===== config.mk =====
export PLATFORM = sky130hd
export DESIGN_NAME = pipelined_carry_select_adder
export DESIGN_NICKNAME = d
export VERILOG_FILES = /design/src/rtl/csa_pkg.sv /design/src/rtl/carry_select_block.sv /design/src/rtl/pipelined_carry_select_adder.sv
export SDC_FILE = /design/constraint.sdc
export NUM_CORES = 1
export LEC_CHECK = 0
export BUFFER_PORTS_ARGS = -buffer_cell sky130_fd_sc_hd__buf_2
export CORE_ASPECT_RATIO = 0.6
export CORE_MARGIN = 4
export CORE_UTILIZATION = 61
export DETAILED_ROUTE_END_ITERATION = 8
export GPL_TIMING_DRIVEN = 1
export PLACE_DENSITY = 0.95
export SLEW_MARGIN = 5
export SYNTH_ARGS = -nofsm -noshare
export SYNTH_HDL_FRONTEND = slang
export SYNTH_SLANG_ARGS = --single-unit

===== constraint.sdc =====
create_clock -name clk -period 10.25 [get_ports clk]
set_clock_uncertainty 0.05 [all_clocks]
set_input_delay 2.5625 -clock clk [delete_from_list [all_inputs] [get_ports clk]]
set_output_delay 2.5625 -clock clk [all_outputs]
set_load 0.01 [all_outputs]

===== src/rtl/csa_pkg.sv =====
// Shared helpers for the pipelined carry-select adder: stage count, configuration check and
// the width-independent part of each stage's payload.
package csa_pkg;

   function automatic int unsigned nblk_of(input int unsigned width, input int unsigned block);
      return (block == 0) ? 1 : width / block;
   endfunction

   function automatic bit cfg_ok(input int unsigned width, input int unsigned block);
      return (block >= 1) && (width >= block) && ((width % block) == 0);
   endfunction

   // Partial sum and remaining operand slices depend on WIDTH/BLOCK and live beside this.
   typedef struct packed {
      logic valid;
      logic carry;
   } stage_ctl_t;

endpackage


===== src/rtl/carry_select_block.sv =====
// Carry-select block: ripples both carry-in cases in parallel and picks one with the real carry.
module carry_select_block #(
   parameter int unsigned BLOCK = 4
) (
   input  logic [BLOCK-1:0] a,
   input  logic [BLOCK-1:0] bx,
   input  logic             ci,
   output logic [BLOCK-1:0] s,
   output logic             co,
   output logic             cmsb
);
   logic [BLOCK-1:0] p, g, s0, s1;
   logic [BLOCK:0]   c0, c1;

   assign p = a ^ bx;
   assign g = a & bx;

   always_comb begin
      c0    = '0;
      c1    = '0;
      c1[0] = 1'b1;
      for (int i = 0; i < BLOCK; i++) begin
         c0[i+1] = g[i] | (p[i] & c0[i]);
         c1[i+1] = g[i] | (p[i] & c1[i]);
      end
   end

   assign s0   = p ^ c0[BLOCK-1:0];
   assign s1   = p ^ c1[BLOCK-1:0];
   assign s    = ci ? s1 : s0;
   assign co   = ci ? c1[BLOCK] : c0[BLOCK];
   assign cmsb = ci ? c1[BLOCK-1] : c0[BLOCK-1];

endmodule


===== src/rtl/pipelined_carry_select_adder.sv =====
// Pipelined carry-select adder/subtractor: stage k resolves block k; upper operand slices are
// skewed forward and resolved low sums ride along so a whole result exits at once.
module pipelined_carry_select_adder
   import csa_pkg::*;
#(
   parameter int unsigned WIDTH = 16,
   parameter int unsigned BLOCK = 4
) (
   input  logic             clk,
   input  logic             rst,
   input  logic             in_valid,
   output logic             in_ready,
   input  logic [WIDTH-1:0] a,
   input  logic [WIDTH-1:0] b,
   input  logic             sub,
   input  logic             cin,
   output logic             out_valid,
   input  logic             out_ready,
   output logic [WIDTH-1:0] sum,
   output logic             cout,
   output logic             ovf
);
   localparam int unsigned NBLK = nblk_of(WIDTH, BLOCK);

   if (!cfg_ok(WIDTH, BLOCK)) begin : g_cfg_check
      $error("WIDTH must be a non-zero multiple of BLOCK");
   end

   logic             en;
   logic [WIDTH-1:0] bx_in;
   logic             c0_in;

   assign bx_in = b ^ {WIDTH{sub}};
   assign c0_in = sub | cin;

   for (genvar k = 0; k < NBLK; k++) begin : g_stg
      localparam int unsigned LoW = (k + 1) * BLOCK;

      stage_ctl_t       ctl_q;
      logic [LoW-1:0]   s_q;
      logic [LoW-1:0]   s_in;
      logic             v_in;
      logic [BLOCK-1:0] sa, sbx, ss;
      logic             sci, sco;

      if (k == 0) begin : g_src
         assign sa   = a[BLOCK-1:0];
         assign sbx  = bx_in[BLOCK-1:0];
         assign sci  = c0_in;
         assign v_in = in_valid && en;
         assign s_in = ss;
      end else begin : g_src
         assign sa   = g_stg[k-1].g_fwd.ra_q[BLOCK-1:0];
         assign sbx  = g_stg[k-1].g_fwd.rbx_q[BLOCK-1:0];
         assign sci  = g_stg[k-1].ctl_q.carry;
         assign v_in = g_stg[k-1].ctl_q.valid;
         assign s_in = {ss, g_stg[k-1].s_q};
      end

      if (k == NBLK - 1) begin : g_last
         logic scm, cm_q;

         carry_select_block #(.BLOCK(BLOCK)) u_csb (
            .a   (sa),
            .bx  (sbx),
            .ci  (sci),
            .s   (ss),
            .co  (sco),
            .cmsb(scm)
         );

         always_ff @(posedge clk or posedge rst) begin
            if (rst) begin
               cm_q <= 1'b0;
            end else if (en) begin
               cm_q <= scm;
            end
         end
      end else begin : g_mid
         carry_select_block #(.BLOCK(BLOCK)) u_csb (
            .a   (sa),
            .bx  (sbx),
            .ci  (sci),
            .s   (ss),
            .co  (sco),
            .cmsb()
         );
      end

      // Operand bits above this block, still waiting for their stage.
      if (k < NBLK - 1) begin : g_fwd
         localparam int unsigned HiW = WIDTH - LoW;

         logic [HiW-1:0] ra_q, rbx_q, ra_in, rbx_in;

         if (k == 0) begin : g_op
            assign ra_in  = a[WIDTH-1:BLOCK];
            assign rbx_in = bx_in[WIDTH-1:BLOCK];
         end else begin : g_op
            assign ra_in  = g_stg[k-1].g_fwd.ra_q[HiW+BLOCK-1:BLOCK];
            assign rbx_in = g_stg[k-1].g_fwd.rbx_q[HiW+BLOCK-1:BLOCK];
         end

         always_ff @(posedge clk or posedge rst) begin
            if (rst) begin
               ra_q  <= '0;
               rbx_q <= '0;
            end else if (en) begin
               ra_q  <= ra_in;
               rbx_q <= rbx_in;
            end
         end
      end

      always_ff @(posedge clk or posedge rst) begin
         if (rst) begin
            ctl_q <= '0;
            s_q   <= '0;
         end else if (en) begin
            ctl_q.valid <= v_in;
            ctl_q.carry <= sco;
            s_q         <= s_in;
         end
      end
   end

   assign out_valid = g_stg[NBLK-1].ctl_q.valid;
   assign en        = !out_valid || out_ready;
   assign in_ready  = en;

   // Bubble contents never leave the block.
   assign sum  = out_valid ? g_stg[NBLK-1].s_q : '0;
   assign cout = out_valid & g_stg[NBLK-1].ctl_q.carry;
   assign ovf  = out_valid & (g_stg[NBLK-1].ctl_q.carry ^ g_stg[NBLK-1].g_last.cm_q);

endmodule


---- Yosys cells after proc, flatten, opt, wreduce, memory -nomap -nowiden ----
Index checks and enable logic that the tools add are counted.
operators by class
  div/mod/pow operators ................... 0
  shift operators ......................... 0
  bitwise logic cells ..................... 73
  equality and inequality tests ........... 0
  multipliers ............................. 0
  reduce and logical (&&, ||, !) cells .... 3
  add/sub/neg operators ................... 0
  order comparisons ....................... 0
  multiplexer cells ....................... 10
operators with widths
  operator           number
  $xor 4x4->4        12
  $or 1x1->1         29
  $and 1x1->1        26
  $and 4x4->4        4
  $mux 16            1
  $mux 4             4
  $xor 16x16->16     1
  $mux 1             5
  $logic_and 1x1->1  1
  $logic_not 1->1    1
  $logic_or 1x1->1   1
  $xor 1x1->1        1
word-level totals
  bits in latches ......................... 0
  ROM bits ................................ 0
  input bits .............................. 38
  memories ................................ 0
  output and inout bits ................... 20
  bits in writable memories ............... 0
  register bits ........................... 97
  word-level logic and storage cells ...... 105

---- Longest topological paths before layout ----
Gate-level depths: netlist of the first run.
  depth after elaboration ................. 10
  depth in mapped cells ................... 11
  mapped depth without buffers ............ 9

---- Modules after synthesis ----
From an unflattened synthesis of the first run, not the netlist that was laid out.
unflattened totals
  cell total of the unflattened synthesis .. 312
  area total of the unflattened synthesis .. 4563.1 um^2
modules (own cells, without submodules)
  module                                         seq. area each (um^2)  cells each  instances  area each (um^2)
  pipelined_carry_select_adder                   2427.3                 246         1          3947.5
  carry_select_block (g_stg[0].g_mid.u_csb ...)  0.0                    16          3          152.6
  carry_select_block (g_stg[3].g_last.u_csb)     0.0                    18          1          157.7

---- Least setup slack after synthesis of the first run ----
No wires, ideal clock.
  path kind ............................... input to output
  start ................................... input port out_ready
  end ..................................... output port in_ready
  path buffers ............................ 2
  data required time ...................... 7.637 ns
  path slack .............................. 4.500 ns
  arrival time ............................ 3.138 ns
  stages on the path ...................... 4
  path through ............................ nor2b_1 -> buf_2 -> inv_2 -> clkbuf_1
on the way
  longest elaborated chain between the ends .. 1
RTL lines
  what              line                                 RTL
  from (decl)       pipelined_carry_select_adder.sv:18   input logic out_ready,
  $logic_or 1x1->1  pipelined_carry_select_adder.sv:128  assign en = !out_valid || out_ready;
  to (decl)         pipelined_carry_select_adder.sv:12   output logic in_ready,
Every way passes these cells.

---- Worst setup path in the final report of the first run ----
Ends and elaborated chain as after synthesis.

==> metrics.txt, run 1 <==
vias in the first global route 3,210; crit-path max FO 99; Die Area 8720 um2; fmax 158 MHz; RSZ-0062 raised after global routing false; CTS buffer count 9; initial antenna violation count 0; Pwr Density 295 nW/um2; DRC Markers 0; Critical Path AT 3.70 ns; Placer Congestion 0.752; synth cell count leaders 209 x nand2_1, 97 x dfrtp_1, 19 x and2_1; vias 3,171; crit path capture type primary output; router iterations before antenna repair 4; cells after synthesis 482; Synth area leader dfrtp_1; Area Growth Syn to Fin 13.0%; Max Slew Vio Count 0; Final Cycle Share 61.6%; I/O Buffers 57; Ys Warns 0; CP Launch Point out_ready; Final Hold Vio Count 0; Synth async-reset ratio 100%; Iteration-0 DRC Markers 184; P_sw 0.530 mW; final core occ 73.0%; outcome finished, final reports clean; hold-fix buffer count after cts 0; Combinational Power Share 35.2%; worst vdd ir 0.120 mV; maxcap violations 0; Hold Slack 0.411 ns; min Tclk post-route 6.31 ns; Least-Margin Pin Slew 0.913 ns; critical path's slowest cell buf_4; Rows 23; die height 74.0 um; Area after DPL 4740 um2; Vias/cell 5.11; most numerous cell on the critical path buf_2; syn nets 540; setup_tns 0 ns; cts repair resizes 0; # diodes 0; PnR worst setup slack 3.94 ns; area fraction of the dominant cell type after synthesis 54.9%; non-filler cells, final 620; Multi-input gate area 1830 um2; Pint 0.945 mW; Relative slew margins 39.2%; number of synthesized register bits 97; Clk Tree Root Cell clkbuf_16; clock sink total 97; Starting Density 64.6%; Filler cells 498; CP cell instances buf_2 > nor2b_4 > buf_4 > inv_2 > buf_2; worst flop-to-flop path startpoint out_valid; Tot GR Track Use 20.4%; leakage 2.64 nW; wirelength, routed 8.04 mm; Final HPWL DP 5.46 mm; core region area 6850 um2; kind of critical path in2out; FF/Latch Area 2430 um2; pre-CTS setup slack 3.95 ns; share of cells above drive strength 1 15.4%; prevailing post-synth register cell dfrtp_1; post-DR wirelength/cell 13.0 um; startpoint type of the worst setup path input pin; ANT nets after route 0; Tot Pwr 1.47 mW; EDFF count, synth 0; clock latency on the worst-skew pair 0.34 ns; io pins 58; CP delay by family, top buffers and inverters; largest net degree at the start of global routing 100; worst path bufs/invs 4; Design Area, Final 5000 um2; TritonCTS clock tree yes; die width 118 um; Sw Share 35.9%; count leader, synth nand2_1; synthesized area per cell 9.18 um2; Synth Cell Area 4420 um2; clk buf depth 2; Seq pwr share 44.6%; Seq/Total Area, Yosys 54.9%; CP max stage delay 0.67 ns; wire length of the first global-routing pass 13.9 mm; clock network fraction of design power 20.2%; HP Class reg2reg; CP required 7.64 ns; number of post-CTS setup repair buffers 0; largest cells by area after synthesis dfrtp_1 55%, nand2_1 18%, ha_1 4.5%; total congestion overflow 0; Yosys cell types 33; Worst-path clk slew 0.06 ns; Hold Startpoint g_stg[3].s_q[11]; H-Tree Depth 3; Post-layout nets 587; count of final setup violators 0; Placed Instances 605
## layout make-up
| cell class | instances | area share, % |
|---|---|---|
| Clock inverter | 4 | 0.400 |
| Inverter | 16 | 1.25 |
| Timing Repair Buffer | 60 | 6.16 |
| Tap cell | 87 | 2.18 |
| Sequential cell | 97 | 48.5 |
| Clock buffer | 11 | 4.85 |
| Multi-Input combinational cell | 345 | 36.6 |
## cells in the final DEF (no fill, tap or decap), drive strengths merged
master and n:
o21bai 1, clkbuf 11, clkinv 4, fa 4, nor3b 2, dfrtp 97, or3 2, nand2 209
ha 16, inv 16, a21boi 1, o31ai 1, and2 19, nand2b 4, xnor2 16, nor2 10
o21ai 29, a21oi 10, and3b 1, or2 2, buf 60, nor2b 3, xor2 10, a31oi 2
a31o 2, mux2i 1
## power by group through the flow
stage          combinational, mW  clock [mW]  sequential, mW
2_1_floorplan              0.405           0           0.628
3_3_place_gp               0.493           0           0.652
3_5_place_dp               0.518           0           0.662
4_1_cts                    0.528       0.306           0.657
5_1_grt                    0.603       0.320           0.680
6_report                   0.520       0.298           0.657
## worst reg2reg max path, stage by stage, from the launching register on
cell and delay [ns]:
dfrtp_1 0.61, nor2b_4 0.22, buf_4 0.67, inv_2 0.10, buf_4 0.40, nand2_1 0.24, o21ai_1 0.09
## flip-flops by register name, summed over array words and instances (netlist names)
signal / cells
g_stg.g_last.cm_q: 1
g_stg.g_fwd.ra_q: 24
g_stg.v_in: 3
out_valid: 1
g_stg.g_fwd.rbx_q: 24
g_stg.s_q: 40
g_stg.sci: 3
g_stg.ctl_q: 1
## path summary, 6_finish.rpt
check,to,slack (ns),cells past startpoint
max,in_ready,3.94,5
min,g_stg[3].s_q[11],0.41,2
max reg2reg,g_stg[2].g_fwd.ra_q[0],7.71,6
min reg2reg,g_stg[3].s_q[11],0.41,2
max in group asynchronous,g_stg[3].s_q[13],6.88,3
min in group asynchronous,g_stg[0].g_fwd.rbx_q[0],2.24,2
## logic make-up (layout without fill, tap and decap cells)
logic type                 after synthesis  after routing  share of synthesized area [%]
AOI/OAI and AO/OA                       46             46                           6.03
adders and majority gates               20             20                           6.34
and+or+nand+nor                        252            252                           23.5
buffers and inverters                   40             91                           3.90
DFF                                     97             97                           54.9
muxes                                    1              1                          0.226
xor gates and xnor gates                26             26                           5.15
## metal layers
metal / GRT usage, % / vias up / part of all wire, %
met4: 8.83 / 0 / 1.5
li1: - / 1588 / -
met5: 0 / - / 0
met1: 24.5 / 1508 / 43
met3: 6.08 / 14 / 4.7
met2: 35.5 / 61 / 51
(Power assumes the default switching activity.)
==> run 2: changes to the inputs <==
- CORE_UTILIZATION: 61 -> 52
- PLACE_DENSITY: 0.95 -> 0.87
- clock period: 10.25 -> 5.6 ns (I/O delays scaled with it)
==> run 2 against run 1 <==
  * Sequential power up 83%
  * Register-to-register slack worse by 4.3 ns
  * Power up 86%
  * Via count down 0.22%
  * Setup slack worse by 1.6 ns
  * Hold slack better by 0.0022 ns
  * Global-route usage down 2.2 points
  * Design area up 1.1%
  * Core utilization down 10 points
  * Count of clock-buffer cells in the layout up 2
  * Critical endpoint unchanged
  * Largest power group unchanged
  * Highest routed layer unchanged
==> metrics.txt, run 2 (synthesis gave the netlist of run 1 again) <==
initial antenna violation count 0; outcome finished, final reports clean; post-DR wirelength/cell 13.0 um; Least-Margin Pin Slew 0.925 ns; most flop-heavy register g_stg.s_q; Filler cells 670; kind of critical path in2out; Design Area, Final 5050 um2; Hold Startpoint g_stg[3].s_q[3]; largest net degree at the start of global routing 99; Critical Path AT 1.82 ns; worst vdd ir 0.218 mV; crit path capture type primary output; Final Cycle Share 58.4%; Clk Tree Root Cell clkbuf_16; CP Launch Point out_ready; io pins 58; max FFs per register 40; Pwr Density 543 nW/um2; Area Growth Syn to Fin 14.3%; non-filler cells, final 642; Min-Delay Path Depth 2; maxcap violations 0; CP required 4.15 ns; die width 127 um; total congestion overflow 0; final core occ 62.6%; clock latency on the worst-skew pair 0.34 ns; setup_tns 0 ns; startpoint type of the worst setup path input pin; count of final setup violators 0; Iteration-0 DRC Markers 234; ANT nets after route 0; clock sink total 97; Starting Density 54.8%; Area after DPL 4760 um2; RSZ-0062 raised after global routing false; commonest non-fill, non-tap cells in the layout 209 x nand2_1, 97 x dfrtp_1, 57 x buf_2, 19 x and2_1; Rows 25; wire length of the first global-routing pass 14.6 mm; core region area 8070 um2; FF/Latch Area 2430 um2; clk buf depth 2; Worst-path clk slew 0.06 ns; Vias/cell 4.93; Tot GR Track Use 18.2%; commonest non-fill, non-tap cell in the layout nand2_1; leakage 2.64 nW; Multi-input gate area 1830 um2; router iterations before antenna repair 5; Post-layout nets 587; DRC Markers 0; worst r2r path cells 5; Placer Congestion 0.744; largest registers g_stg.s_q: 40 flops, g_stg.g_fwd.ra_q: 24 flops, g_stg.g_fwd.rbx_q: 24 flops; Placed Instances 626; HP Class reg2reg; hold-fix buffer count after cts 0; I/O Buffers 57; Final Hold Vio Count 0; number of post-CTS setup repair buffers 0; TritonCTS clock tree yes; vias in the first global route 3,221; Relative slew margins 38.4%; wirelength, routed 8.35 mm; # diodes 0; min Tclk post-route 3.27 ns; Die Area 10,100 um2; vias 3,164; share of cells above drive strength 1 15.2%; die height 79.4 um; Final HPWL DP 5.69 mm; crit-path max FO 2; Max Slew Vio Count 0; fmax 306 MHz; cts repair resizes 0; H-Tree Depth 3; worst flop-to-flop path startpoint out_valid; CTS buffer count 9
==> run 2: through the flow <==
stage / power, mW / worst slack [ns] / hold WS, ns
after floorplan: 1.89 / 1.62 / 0.380
after global placement: 2.10 / 2.12 / 0.392
after detailed placement: 2.16 / 1.97 / 0.401
after CTS: 2.77 / 2.32 / 0.415
after global routing: 2.99 / 2.22 / 0.437
final: 2.75 / 2.33 / 0.413
==> run 2: worst max-delay path, stage by stage <==
cell and delay, ns:
buf_2 0.11, nor2b_4 0.12, inv_2 0.06, buf_2 0.13
==> run 2: metal layers <==
metal  part of all wire (%)  track usage (%)
met1                     46             23.6
met2                     48             29.9
met3                    5.2             6.48
met4                   0.72             3.75
met5                      0                0
==> run 2: power breakdown <==
| group | switching, mW | internal (mW) |
|---|---|---|
| sequential | 0.188 | 1.01 |
| clock | 0.249 | 0.357 |
| combinational | 0.530 | 0.406 |
==> run 2: worst paths after layout <==
| path | endpoint | slack [ns] |
|---|---|---|
| min in group asynchronous | g_stg[2].sci | 1.03 |
| max | in_ready | 2.33 |
| max reg2reg | g_stg[1].s_q[6] | 3.41 |
| max in group asynchronous | g_stg[2].g_fwd.rbx_q[3] | 3.39 |
| min reg2reg | g_stg[3].s_q[3] | 0.41 |
| min | g_stg[3].s_q[3] | 0.41 |
==> run 2: cell type report <==
class | count | area share, %
Inverter | 16 | 1.24
Sequential cell | 97 | 48.0
Tap cell | 108 | 2.67
Clock buffer | 13 | 4.95
Clock inverter | 3 | 0.792
Timing Repair Buffer | 60 | 6.09
Multi-Input combinational cell | 345 | 36.2
==> run 3: changes to the inputs <==
- clock period: 5.6 -> 2.95 ns (I/O delays scaled with it)
==> run 3 against run 2 <==
  * Combinational power grew 98%
  * Sequential cell count did not move
  * Power rose by 93%
  * Sequential power is 88% higher
  * Hold slack improved by 0.0015 ns
  * Die area is the same
  * Count of clock-buffer cells in the layout grew 1
  * Final cell count up 0.62%
  * Critical path type is now in2reg
  * Critical endpoint is now g_stg[0].s_q[3]
  * Largest cell class unchanged
  * Largest power group unchanged
==> metrics.txt, run 3 (synthesis gave the netlist of run 1 again) <==
leakage 2.67 nW; startpoint type of the worst setup path input pin; cts repair resizes 0; HP Class reg2reg; RSZ-0062 raised after global routing false; initial antenna violation count 0; Relative slew margins 38.8%; commonest non-fill, non-tap cells in the layout 209 x nand2_1, 97 x dfrtp_1, 57 x buf_2, 19 x and2_1; I/O Buffers 57; CP delay by family, top adder cells; ANT nets after route 0; Placed Instances 630; FF-to-FF setup slack 0.91 ns; Tot GR Track Use 18.6%; Hold Startpoint g_stg[3].s_q[8]; most flop-heavy register g_stg.s_q; wire length of the first global-routing pass 14.9 mm; min Tclk post-route 2.23 ns; worst path bufs/invs 1; vias in the first global route 3,294; post-DR wirelength/cell 13.1 um; fmax 448 MHz; Iteration-0 DRC Markers 184; Starting Density 54.8%; Final Hold Vio Count 0; critical path's slowest cell fa_1; CP cell instances buf_2 > xor2_1 > ha_1 > or3_4 > a31oi_4 > o21bai_1 > fa_1 > nand2_1 > nand2_1; CP required 3.18 ns; CP max stage delay 0.49 ns; Filler cells 696; Max Slew Vio Count 0; non-filler cells, final 646; commonest non-fill, non-tap cell in the layout nand2_1; largest registers g_stg.s_q: 40 flops, g_stg.g_fwd.ra_q: 24 flops, g_stg.g_fwd.rbx_q: 24 flops; maxcap violations 0; Placer Congestion 0.780; share of cells above drive strength 1 16.0%; Post-layout nets 591; die height 79.4 um; total congestion overflow 0; most numerous cell on the critical path nand2_1; hold-fix buffer count after cts 0; Hold Path Sink g_stg[3].s_q[8]; Min-Delay Path Depth 2; wirelength, routed 8.49 mm; max FFs per register 40; count of final setup violators 0; outcome finished, final reports clean; Critical Path AT 2.47 ns; TritonCTS clock tree yes; crit path capture type register; clock sink total 97; crit-path max FO 3; Area Growth Syn to Fin 15.7%; vias 3,211; core region area 8070 um2; Die Area 10,100 um2; RR Endpoint g_stg[3].s_q[15]; worst r2r path cells 9; Final HPWL DP 5.74 mm; router iterations before antenna repair 4; worst vdd ir 0.426 mV; Final Cycle Share 75.7%; worst flop-to-flop path startpoint g_stg[2].g_fwd.ra_q[0]; DRC Markers 0; Worst-path clk slew 0.06 ns; Vias/cell 4.97; largest net degree at the start of global routing 99; # diodes 0; Pwr Density 1040 nW/um2; CTS buffer count 9; number of post-CTS setup repair buffers 0; Clk Tree Root Cell clkbuf_16; Least-Margin Pin Slew 0.918 ns; kind of critical path in2reg; die width 127 um; clock latency on the worst-skew pair 0.35 ns; io pins 58; Rows 25; setup_tns 0 ns; clk buf depth 2; H-Tree Depth 3
-- run 3: cell count changes in the layout (fill, tap and decap cells not counted) --
cell	change
clkbuf_8	+2
clkbuf_1	-1
buf_12	+1
inv_4	-1
clkinvlp_4	+1
clkinv_2	-1
buf_4	+3
-- run 3: power by group --
part	switching [mW]	leakage (nW)	internal, mW
Sequential	0.330	1.17	1.93
Clock	0.473	0.153	0.726
Combinational	1.06	1.35	0.789
Total	1.86	2.67	3.44
-- run 3: layer usage --
metal | up-vias | share of wire, % | GRT usage (%)
met4 | 0 | 1.1 | 4.18
met5 | - | 0 | 0
met2 | 51 | 49 | 31.1
met3 | 13 | 5.3 | 7.29
met1 | 1548 | 44 | 23.2
li1 | 1599 | - | -
-- run 3: worst max-delay path by stage --
stage	slack, ns	endpoint	cells past startpoint	from
5_1_grt	0.62	g_stg[0].s_q[3]	9	sub
4_1_cts	0.72	g_stg[0].s_q[3]	9	sub
3_3_place_gp	0.40	g_stg[0].s_q[3]	9	sub
2_1_floorplan	0.23	g_stg[0].s_q[3]	10	sub
3_5_place_dp	0.35	g_stg[0].s_q[3]	9	sub
6_report	0.72	g_stg[0].s_q[3]	9	sub
-- run 3: metrics by stage --
step           cell area, um2  setup WS [ns]  power, mW  utilization (%)  hold WS [ns]
6_report                 5120          0.717       5.30             63.4         0.415
4_1_cts                  5120          0.718       5.37             63.4         0.415
5_1_grt                  5120          0.617       5.76             63.4         0.438
3_5_place_dp             4810          0.352       4.13             59.6         0.401
2_1_floorplan            4430          0.234       3.59                -         0.380
3_3_place_gp             4810          0.400       4.00             59.6         0.391
-- run 3: area by class of cell --
type / count / area [um2] / share of cell area, %
repair buffers: 64 / 350 / 6.85
flip-flops and latches: 97 / 2430 / 47.4
clock inverters: 2 / 35.0 / 0.685
multi-input cells: 345 / 1830 / 35.8
inverters: 16 / 63.8 / 1.25
clock buffers: 14 / 274 / 5.36
well taps: 108 / 135 / 2.64
-- run 3: worst reg2reg max path, delay by kind of cell (launching register included) --
kind / cells / cell delay, ns
AOI/OAI and AO/OA: 2 / 0.34
adders and majority gates: 2 / 0.71
buffers and inverters: 1 / 0.08
DFF: 1 / 0.39
and+or+nand+nor: 4 / 0.42
